### src/rtl/scope_capture_ctrl.sv
// scope_capture_ctrl
// Decodes single-byte UART commands, holds the trigger configuration and
// sequences pre-trigger fill, trigger detection and post-trigger capture of
// ADC sample pairs into the capture RAM. Completion and status bytes are
// returned through a one-entry TX holding register.
module scope_capture_ctrl #(
    parameter int SAMPLE_W = 14,
    parameter int ADDR_W   = 12,
    parameter int PRETRIG  = 256,
    parameter int RX_TMO   = 1048576
) (
    input  logic                  clk,
    input  logic                  rst,
    input  logic [7:0]            rx_data,
    input  logic                  rx_valid,
    output logic [7:0]            tx_data,
    output logic                  tx_valid,
    input  logic                  tx_ready,
    input  logic [SAMPLE_W-1:0]   smp_a,
    input  logic [SAMPLE_W-1:0]   smp_b,
    input  logic                  smp_valid,
    output logic                  buf_we,
    output logic [ADDR_W-1:0]     buf_addr,
    output logic [2*SAMPLE_W-1:0] buf_din,
    output logic [ADDR_W-1:0]     trig_addr,
    output logic                  armed,
    output logic                  busy
);

    // Largest post-trigger count that still fits in the ring alongside the pre-trigger history.
    localparam int POST_MAX = (2**ADDR_W) - PRETRIG - 1;
    // Gap counter width; RX_TMO must be at least 2.
    localparam int TMO_W    = $clog2(RX_TMO);

    localparam logic [7:0] CMD_ARM  = 8'h41;
    localparam logic [7:0] CMD_RISE = 8'h52;
    localparam logic [7:0] CMD_FALL = 8'h46;
    localparam logic [7:0] CMD_STOP = 8'h53;
    localparam logic [7:0] CMD_STAT = 8'h3F;
    localparam logic [7:0] TX_DONE  = 8'h44;
    localparam logic [3:0] PL_LAST  = 4'd9;

    typedef enum logic [2:0] {
        ST_IDLE = 3'd0,
        ST_PRE  = 3'd1,
        ST_WAIT = 3'd2,
        ST_POST = 3'd3,
        ST_DONE = 3'd4
    } cap_state_t;

    typedef enum logic {
        PS_IDLE    = 1'b0,
        PS_PAYLOAD = 1'b1
    } ps_state_t;

    // Saturate a requested post-trigger count to what the ring can hold.
    function automatic logic [ADDR_W-1:0] clamp_post(input logic [15:0] req);
        logic [ADDR_W-1:0] res;
        if (req > 16'(POST_MAX)) begin
            res = ADDR_W'(POST_MAX);
        end else begin
            res = ADDR_W'(req);
        end
        return res;
    endfunction

    cap_state_t          cap_state_r, cap_state_s;
    ps_state_t           ps_state_r, ps_state_s;
    logic [3:0]          pl_idx_r, pl_idx_s;
    logic [TMO_W-1:0]    tmo_cnt_r, tmo_cnt_s;

    logic                pl_fall_r;
    logic [7:0]          pl_lvl_hi_r;
    logic [SAMPLE_W-1:0] pl_level_r;
    logic                pl_chan_r;
    logic [15:0]         pl_post_r;

    logic [SAMPLE_W-1:0] cfg_level_r;
    logic                cfg_fall_r;
    logic                cfg_chan_r;
    logic [ADDR_W-1:0]   cfg_post_r;

    logic [ADDR_W-1:0]   wr_addr_r;
    logic [ADDR_W-1:0]   fill_r;
    logic [ADDR_W-1:0]   post_cnt_r;
    logic [SAMPLE_W-1:0] prev_r;
    logic                have_p_r;
    logic [ADDR_W-1:0]   trig_addr_r;
    logic                armed_r;
    logic                busy_r;

    logic [7:0]          tx_data_r;
    logic                tx_valid_r;
    logic                tx_done_r;

    logic                cmd_byte_s, pl_byte_s;
    logic                cmd_arm_s, cmd_stop_s, cmd_stat_s;
    logic                commit_s;
    logic                wr_en_s;
    logic                trig_hit_s;
    logic                done_evt_s;
    logic                hold_done_s;
    logic [SAMPLE_W-1:0] sel_smp_s;
    logic [2:0]          state_code_s;

    // Command strobes are only decoded while no payload is being collected.
    always_comb begin
        cmd_byte_s   = rx_valid && (ps_state_r == PS_IDLE);
        pl_byte_s    = rx_valid && (ps_state_r == PS_PAYLOAD);
        cmd_arm_s    = cmd_byte_s && (rx_data == CMD_ARM);
        cmd_stop_s   = cmd_byte_s && (rx_data == CMD_STOP);
        cmd_stat_s   = cmd_byte_s && (rx_data == CMD_STAT);
        commit_s     = pl_byte_s && (pl_idx_r == PL_LAST) &&
                       ((cap_state_r == ST_IDLE) || (cap_state_r == ST_DONE));
        wr_en_s      = smp_valid && !cmd_stop_s &&
                       ((cap_state_r == ST_PRE) || (cap_state_r == ST_WAIT) ||
                        (cap_state_r == ST_POST));
        hold_done_s  = tx_valid_r && tx_done_r && !tx_ready;
        state_code_s = cap_state_r;
    end

    // Trigger comparator on the selected channel against the previous valid sample.
    always_comb begin
        if (cfg_chan_r) begin
            sel_smp_s = smp_b;
        end else begin
            sel_smp_s = smp_a;
        end
        trig_hit_s = 1'b0;
        if ((cap_state_r == ST_WAIT) && smp_valid && have_p_r && !cmd_stop_s && !cmd_arm_s) begin
            if (cfg_fall_r) begin
                trig_hit_s = (prev_r > cfg_level_r) && (sel_smp_s <= cfg_level_r);
            end else begin
                trig_hit_s = (prev_r < cfg_level_r) && (sel_smp_s >= cfg_level_r);
            end
        end else begin
            trig_hit_s = 1'b0;
        end
    end

    // Capture FSM next state: stop beats arm, arm restarts from any state.
    always_comb begin
        cap_state_s = cap_state_r;
        if (cmd_stop_s) begin
            cap_state_s = ST_IDLE;
        end else if (cmd_arm_s) begin
            cap_state_s = ST_PRE;
        end else begin
            case (cap_state_r)
                ST_PRE: begin
                    if (smp_valid && (fill_r == ADDR_W'(PRETRIG - 1))) begin
                        cap_state_s = ST_WAIT;
                    end else begin
                        cap_state_s = ST_PRE;
                    end
                end
                ST_WAIT: begin
                    if (trig_hit_s) begin
                        cap_state_s = ST_POST;
                    end else begin
                        cap_state_s = ST_WAIT;
                    end
                end
                ST_POST: begin
                    if (smp_valid && (post_cnt_r == {ADDR_W{1'b0}})) begin
                        cap_state_s = ST_DONE;
                    end else begin
                        cap_state_s = ST_POST;
                    end
                end
                ST_IDLE: cap_state_s = ST_IDLE;
                ST_DONE: cap_state_s = ST_DONE;
                default: cap_state_s = ST_IDLE;
            endcase
        end
        done_evt_s = (cap_state_r == ST_POST) && (cap_state_s == ST_DONE);
    end

    // Parser next state: payload index and inter-byte gap timeout.
    always_comb begin
        ps_state_s = ps_state_r;
        pl_idx_s   = pl_idx_r;
        tmo_cnt_s  = tmo_cnt_r;
        case (ps_state_r)
            PS_IDLE: begin
                if (cmd_byte_s && ((rx_data == CMD_RISE) || (rx_data == CMD_FALL))) begin
                    ps_state_s = PS_PAYLOAD;
                    pl_idx_s   = 4'd0;
                    tmo_cnt_s  = {TMO_W{1'b0}};
                end else begin
                    ps_state_s = PS_IDLE;
                end
            end
            PS_PAYLOAD: begin
                if (rx_valid) begin
                    tmo_cnt_s = {TMO_W{1'b0}};
                    if (pl_idx_r == PL_LAST) begin
                        ps_state_s = PS_IDLE;
                    end else begin
                        pl_idx_s = pl_idx_r + 4'd1;
                    end
                end else if (tmo_cnt_r == TMO_W'(RX_TMO - 1)) begin
                    ps_state_s = PS_IDLE;
                end else begin
                    tmo_cnt_s = tmo_cnt_r + TMO_W'(1);
                end
            end
            default: ps_state_s = PS_IDLE;
        endcase
    end

    // Parser registers and payload shadow; the live config only changes on commit.
    always_ff @(posedge clk) begin
        if (rst) begin
            ps_state_r  <= PS_IDLE;
            pl_idx_r    <= 4'd0;
            tmo_cnt_r   <= {TMO_W{1'b0}};
            pl_fall_r   <= 1'b0;
            pl_lvl_hi_r <= 8'h00;
            pl_level_r  <= {SAMPLE_W{1'b0}};
            pl_chan_r   <= 1'b0;
            pl_post_r   <= 16'h0000;
            cfg_level_r <= {SAMPLE_W{1'b0}};
            cfg_fall_r  <= 1'b0;
            cfg_chan_r  <= 1'b0;
            cfg_post_r  <= ADDR_W'(POST_MAX);
        end else begin
            ps_state_r <= ps_state_s;
            pl_idx_r   <= pl_idx_s;
            tmo_cnt_r  <= tmo_cnt_s;
            if (cmd_byte_s && ((rx_data == CMD_RISE) || (rx_data == CMD_FALL))) begin
                pl_fall_r <= (rx_data == CMD_FALL);
            end
            if (pl_byte_s) begin
                case (pl_idx_r)
                    4'd0:    pl_lvl_hi_r     <= rx_data;
                    4'd1:    pl_level_r      <= SAMPLE_W'({pl_lvl_hi_r, rx_data});
                    4'd2:    pl_chan_r       <= rx_data[0];
                    4'd3:    pl_post_r[15:8] <= rx_data;
                    4'd4:    pl_post_r[7:0]  <= rx_data;
                    default: pl_chan_r       <= pl_chan_r;
                endcase
            end
            if (commit_s) begin
                cfg_level_r <= pl_level_r;
                cfg_fall_r  <= pl_fall_r;
                cfg_chan_r  <= pl_chan_r;
                cfg_post_r  <= clamp_post(pl_post_r);
            end
        end
    end

    // Capture state, ring write pointer, fill/post counters and trigger history.
    always_ff @(posedge clk) begin
        if (rst) begin
            cap_state_r <= ST_IDLE;
            wr_addr_r   <= {ADDR_W{1'b0}};
            fill_r      <= {ADDR_W{1'b0}};
            post_cnt_r  <= {ADDR_W{1'b0}};
            prev_r      <= {SAMPLE_W{1'b0}};
            have_p_r    <= 1'b0;
            trig_addr_r <= {ADDR_W{1'b0}};
            armed_r     <= 1'b0;
            busy_r      <= 1'b0;
        end else begin
            cap_state_r <= cap_state_s;
            armed_r     <= (cap_state_s == ST_PRE) || (cap_state_s == ST_WAIT);
            busy_r      <= (cap_state_s == ST_PRE) || (cap_state_s == ST_WAIT) ||
                           (cap_state_s == ST_POST);
            if (cmd_arm_s) begin
                wr_addr_r <= {ADDR_W{1'b0}};
                fill_r    <= {ADDR_W{1'b0}};
                have_p_r  <= 1'b0;
            end else if (wr_en_s) begin
                wr_addr_r <= wr_addr_r + ADDR_W'(1);
                if (cap_state_r == ST_PRE) begin
                    fill_r <= fill_r + ADDR_W'(1);
                end
                if (cap_state_r == ST_WAIT) begin
                    prev_r   <= sel_smp_s;
                    have_p_r <= 1'b1;
                end
                if (trig_hit_s) begin
                    trig_addr_r <= wr_addr_r;
                    post_cnt_r  <= cfg_post_r;
                end else if (cap_state_r == ST_POST) begin
                    post_cnt_r <= post_cnt_r - ADDR_W'(1);
                end
            end
        end
    end

    // One-entry TX holder: an unsent completion byte is never displaced by a status reply.
    always_ff @(posedge clk) begin
        if (rst) begin
            tx_data_r  <= 8'h00;
            tx_valid_r <= 1'b0;
            tx_done_r  <= 1'b0;
        end else if (done_evt_s) begin
            tx_data_r  <= TX_DONE;
            tx_valid_r <= 1'b1;
            tx_done_r  <= 1'b1;
        end else if (cmd_stat_s && !hold_done_s) begin
            tx_data_r  <= {5'b00000, state_code_s};
            tx_valid_r <= 1'b1;
            tx_done_r  <= 1'b0;
        end else if (tx_valid_r && tx_ready) begin
            tx_valid_r <= 1'b0;
            tx_done_r  <= 1'b0;
        end
    end

    assign tx_data   = tx_data_r;
    assign tx_valid  = tx_valid_r;
    assign buf_we    = wr_en_s;
    assign buf_addr  = wr_addr_r;
    assign buf_din   = wr_en_s ? {smp_b, smp_a} : {(2*SAMPLE_W){1'b0}};
    assign trig_addr = trig_addr_r;
    assign armed     = armed_r;
    assign busy      = busy_r;

endmodule

### config.mk
export PLATFORM = sky130hd
export DESIGN_NAME = scope_capture_ctrl
export DESIGN_NICKNAME = d
export VERILOG_FILES = /design/src/rtl/scope_capture_ctrl.sv
export SDC_FILE = /design/constraint.sdc
export NUM_CORES = 1
export LEC_CHECK = 0
export ABC_CLOCK_PERIOD_IN_PS = 7100
export BUFFER_PORTS_ARGS = -buffer_cell sky130_fd_sc_hd__buf_2
export CAP_MARGIN = 20
export CORE_ASPECT_RATIO = 1.25
export CORE_MARGIN = 1
export CORE_UTILIZATION = 55
export CTS_BUF_LIST = sky130_fd_sc_hd__clkbuf_4
export CTS_CLUSTER_SIZE = 24
export DETAILED_ROUTE_END_ITERATION = 7
export PLACE_DENSITY = 0.74
export SETUP_SLACK_MARGIN = 0.5
export SLEW_MARGIN = 30
export SYNTH_ARGS = -nofsm -noshare
export SYNTH_HDL_FRONTEND = slang
export SYNTH_SLANG_ARGS = --single-unit
### constraint.sdc
create_clock -name clk -period 7.1 [get_ports clk]
set_input_delay 0.355 -clock clk [delete_from_list [all_inputs] [get_ports clk]]
set_output_delay 0.355 -clock clk [all_outputs]
set_load 0.005 [all_outputs]
==> flow_summary.json <==
{
  "status": "finished clean",
  "synthesis.area_um2": 7980,
  "yosys.area.top_type_share_pct": 41.4,
  "ys_top_cells_by_area": "dfxtp_1, nand2_1, ha_1",
  "ctsHoldBuffers": 0,
  "avgSynthCellArea_um2": 8.35,
  "post_cts.repair.setup_buffers": 0,
  "cp_data_arrival_time_ps": 4390,
  "core_um2": 14000,
  "overflow": 0,
  "max_stage_delay_ps": 740,
  "cts_resized": 0,
  "path_buf_inv": 0,
  "fin_crit_ps": 3900,
  "totalWireLength_mm": 17.0,
  "port_buffers": 100,
  "ff2ff_setup_slack_ps": 3200,
  "fin_crit_sh_pct": 54.9,
  "ys_seq_area_share_pct": 41.4,
  "reg2reg_from": "cfg_chan_r",
  "powerDensity_nw_per_um2": 167,
  "cts_buffers": 17,
  "max_freq_mhz": 256,
  "async_flop_share_pct": 0,
  "cpLargestDelayFamily": "compound AO/OA/AOI/OAI gates",
  "final_cell_mix": "dfxtp_1, nand2_1, buf_2, nor2_1, a21oi_1",
  "die_h_um": 137,
  "skew_ps": 16.3,
  "clock_path_buffers": 2,
  "cp-end-kind": "flop",
  "start_util_pct": 57.0,
  "place_congestion": 0.833,
  "slew_viol_final": 0,
  "synth-main-ff-cell": "dfxtp_1",
  "leakagePower_nw": 3.41,
  "ys_types": 62,
  "dieArea_um2": 15000,
  "drive_gt1_share_pct": 15.8,
  "multi_input_area_um2": 4350,
  "hold_viol_final": 0,
  "nNetsFinal": 1108,
  "io-pin-count": 105,
  "grt_antenna_before_repair": 1,
  "grt_pass1_wl_mm": 27.7,
  "grt_max_degree": 79,
  "rows": 48,
  "worstMarginPinSlew_ps": 870,
  "fillers": 1253,
  "regArea_um2": 3300,
  "clock_latency_ps": 580,
  "hold_class": "in -> reg",
  "dr.pass1.iters": 6,
  "yosysTopAreaCell": "dfxtp_1",
  "worst_path_max_delay_cell": "dfxtp_1",
  "cts_tree": "built",
  "area_delta_synth_final_pct": 10.0,
  "routedWlPerCell_um": 13.9,
  "crit_type": "reg -> reg",
  "ir_worst_vdd_uv": 121,
  "synthCells": 956,
  "drc": 0,
  "hold-path-cell-count": 3,
  "cts.sinks": 165,
  "rsz0062_at_grt": "false",
  "num_vias": 6667,
  "crit_path_max_fanout": 15,
  "grt_use_total_pct": 23.5,
  "finalSetupViolCount": 0,
  "clk_pin_slew_ps": 140,
  "cp-start-kind": "flop",
  "hold_path.startpoint": "rx_data[6]",
  "r2r-end": "cap_state_r[0]",
  "path_cells": "mux2_2, ha_1, and4_1, o21ai_0, a311o_1, a211oi_1, o32a_1, nand2_1, a221oi_1",
  "cap_violations": 0,
  "setup_tns_ps": 0,
  "slew_headroom_pct": 41.8,
  "dieWidth_um": 110,
  "min_to": "pl_post_r[14]",
  "ys_warn_count": 0,
  "power_mw": 1.47,
  "synth_seq_cells": 165,
  "synth_edf_count": 0,
  "r2r_cells": 9,
  "dp_hpwl_mm": 12.1,
  "clockRootBuffer": "clkbuf_4",
  "antenna_left": 0,
  "grt_pass1_vias": 5924,
  "cts.htree.levels": 4,
  "worstPathRequired_ps": 7590,
  "avgViaCountPerCell": 5.46,
  "final_common_cell": "dfxtp_1",
  "drt_iter0_drc": 511
}
## state kept, by name, summed over array words and instances (netlist names), 3 cells and up
register / cells
pl_idx_r: 4
cfg_post_r: 12
tmo_cnt_r: 20
prev_r: 14
fill_r: 12
tx_data: 4
pl_level_r: 14
buf_addr: 12
pl_post_r: 16
pl_lvl_hi_r: 6
trig_addr: 12
cfg_level_r: 14
post_cnt_r: 12
cap_state_r: 3
## cell families after synthesis
| kind of cell | Yosys count | share of synthesized area (%) |
|---|---|---|
| fa+ha+maj | 36 | 5.65 |
| compound gates | 168 | 13.1 |
| other cells | 1 | 0.0470 |
| flops | 165 | 41.4 |
| simple gates | 419 | 25.7 |
| buf+inv | 84 | 4.31 |
| mux | 32 | 4.23 |
| xor+xnor | 51 | 5.60 |
## cell usage after synthesis (2+ instances only)
cell type	number
nor3b_1	5
buf_2	8
a22oi_1	2
o21bai_1	4
buf_4	5
nand3b_1	3
inv_1	30
a21o_1	5
nor4_2	2
o211a_1	3
a221oi_1	3
and3_1	12
or3b_1	2
o221ai_1	2
nor3_1	30
nand4_1	13
nand3_1	44
or3_1	2
xnor2_1	25
nor2b_1	5
a21oi_1	86
a31oi_1	2
a32oi_1	2
nor2_1	97
a211oi_1	15
dfxtp_1	165
or2_2	3
o22ai_1	8
and2_1	30
nand2_1	125
o21ai_0	20
nor4_1	6
nand2b_1	24
ha_1	36
or4_4	2
or4_1	3
and2_0	2
clkbuf_1	41
a41oi_1	2
xor2_1	26
mux2i_1	18
and4_1	4
o21a_1	2
mux2_2	14
## worst min-delay path: cells and delay by family
family	cells	cell delay (ps)
and+or+nand+nor	1	70
buffers and inverters	1	140
AOI/OAI and AO/OA	1	50
## per-layer routing
metal	wire length (um)	up-vias	share of wire, %	track usage [%]
met4	203	0	1.2	7.48
met1	7750	3054	46	29.6
met2	8310	147	49	39.6
met5	0	-	0	0
li1	-	3449	-	-
met3	754	17	4.4	5.14
## stage by stage
stage	hold slack [ps]	instances	setup WS, ps	utilization, %	instance area [um2]
finish	72.4	1220	3200	62.7	8780
global route	51.3	1220	2940	62.7	8780
CTS	42.4	1219	3210	62.7	8780
detailed placement	444	1187	3230	61.0	8540
global placement	438	1187	3310	61.0	8540
floorplan	431	959	3810	-	7990
## worst max path at each step
| stage | endpoint | cells past startpoint | start |
|---|---|---|---|
| 2_1_floorplan | post_cnt_r[10] | 12 | cfg_chan_r |
| 3_3_place_gp | cap_state_r[0] | 9 | cfg_chan_r |
| 3_5_place_dp | cap_state_r[0] | 9 | cfg_chan_r |
| 4_1_cts | cap_state_r[0] | 9 | cfg_chan_r |
| 5_1_grt | cap_state_r[0] | 9 | cfg_chan_r |
| 6_report | cap_state_r[0] | 9 | cfg_chan_r |
## final cells by class
| class | count | area share, % |
|---|---|---|
| multi-input cells | 710 | 49.6 |
| flip-flops and latches | 165 | 37.6 |
| repair buffers | 107 | 6.33 |
| well taps | 175 | 2.49 |
| clock buffers | 17 | 1.45 |
| inverters | 30 | 1.28 |
| clock inverters | 15 | 1.23 |
| diodes | 1 | 0.0285 |
## power breakdown
group,switching [mW],internal [mW],total [mW]
clock network,0.339,0.140,0.479
logic,0.0387,0.0213,0.0601
registers,0.000182,0.926,0.926
(Power assumes the default switching activity.)
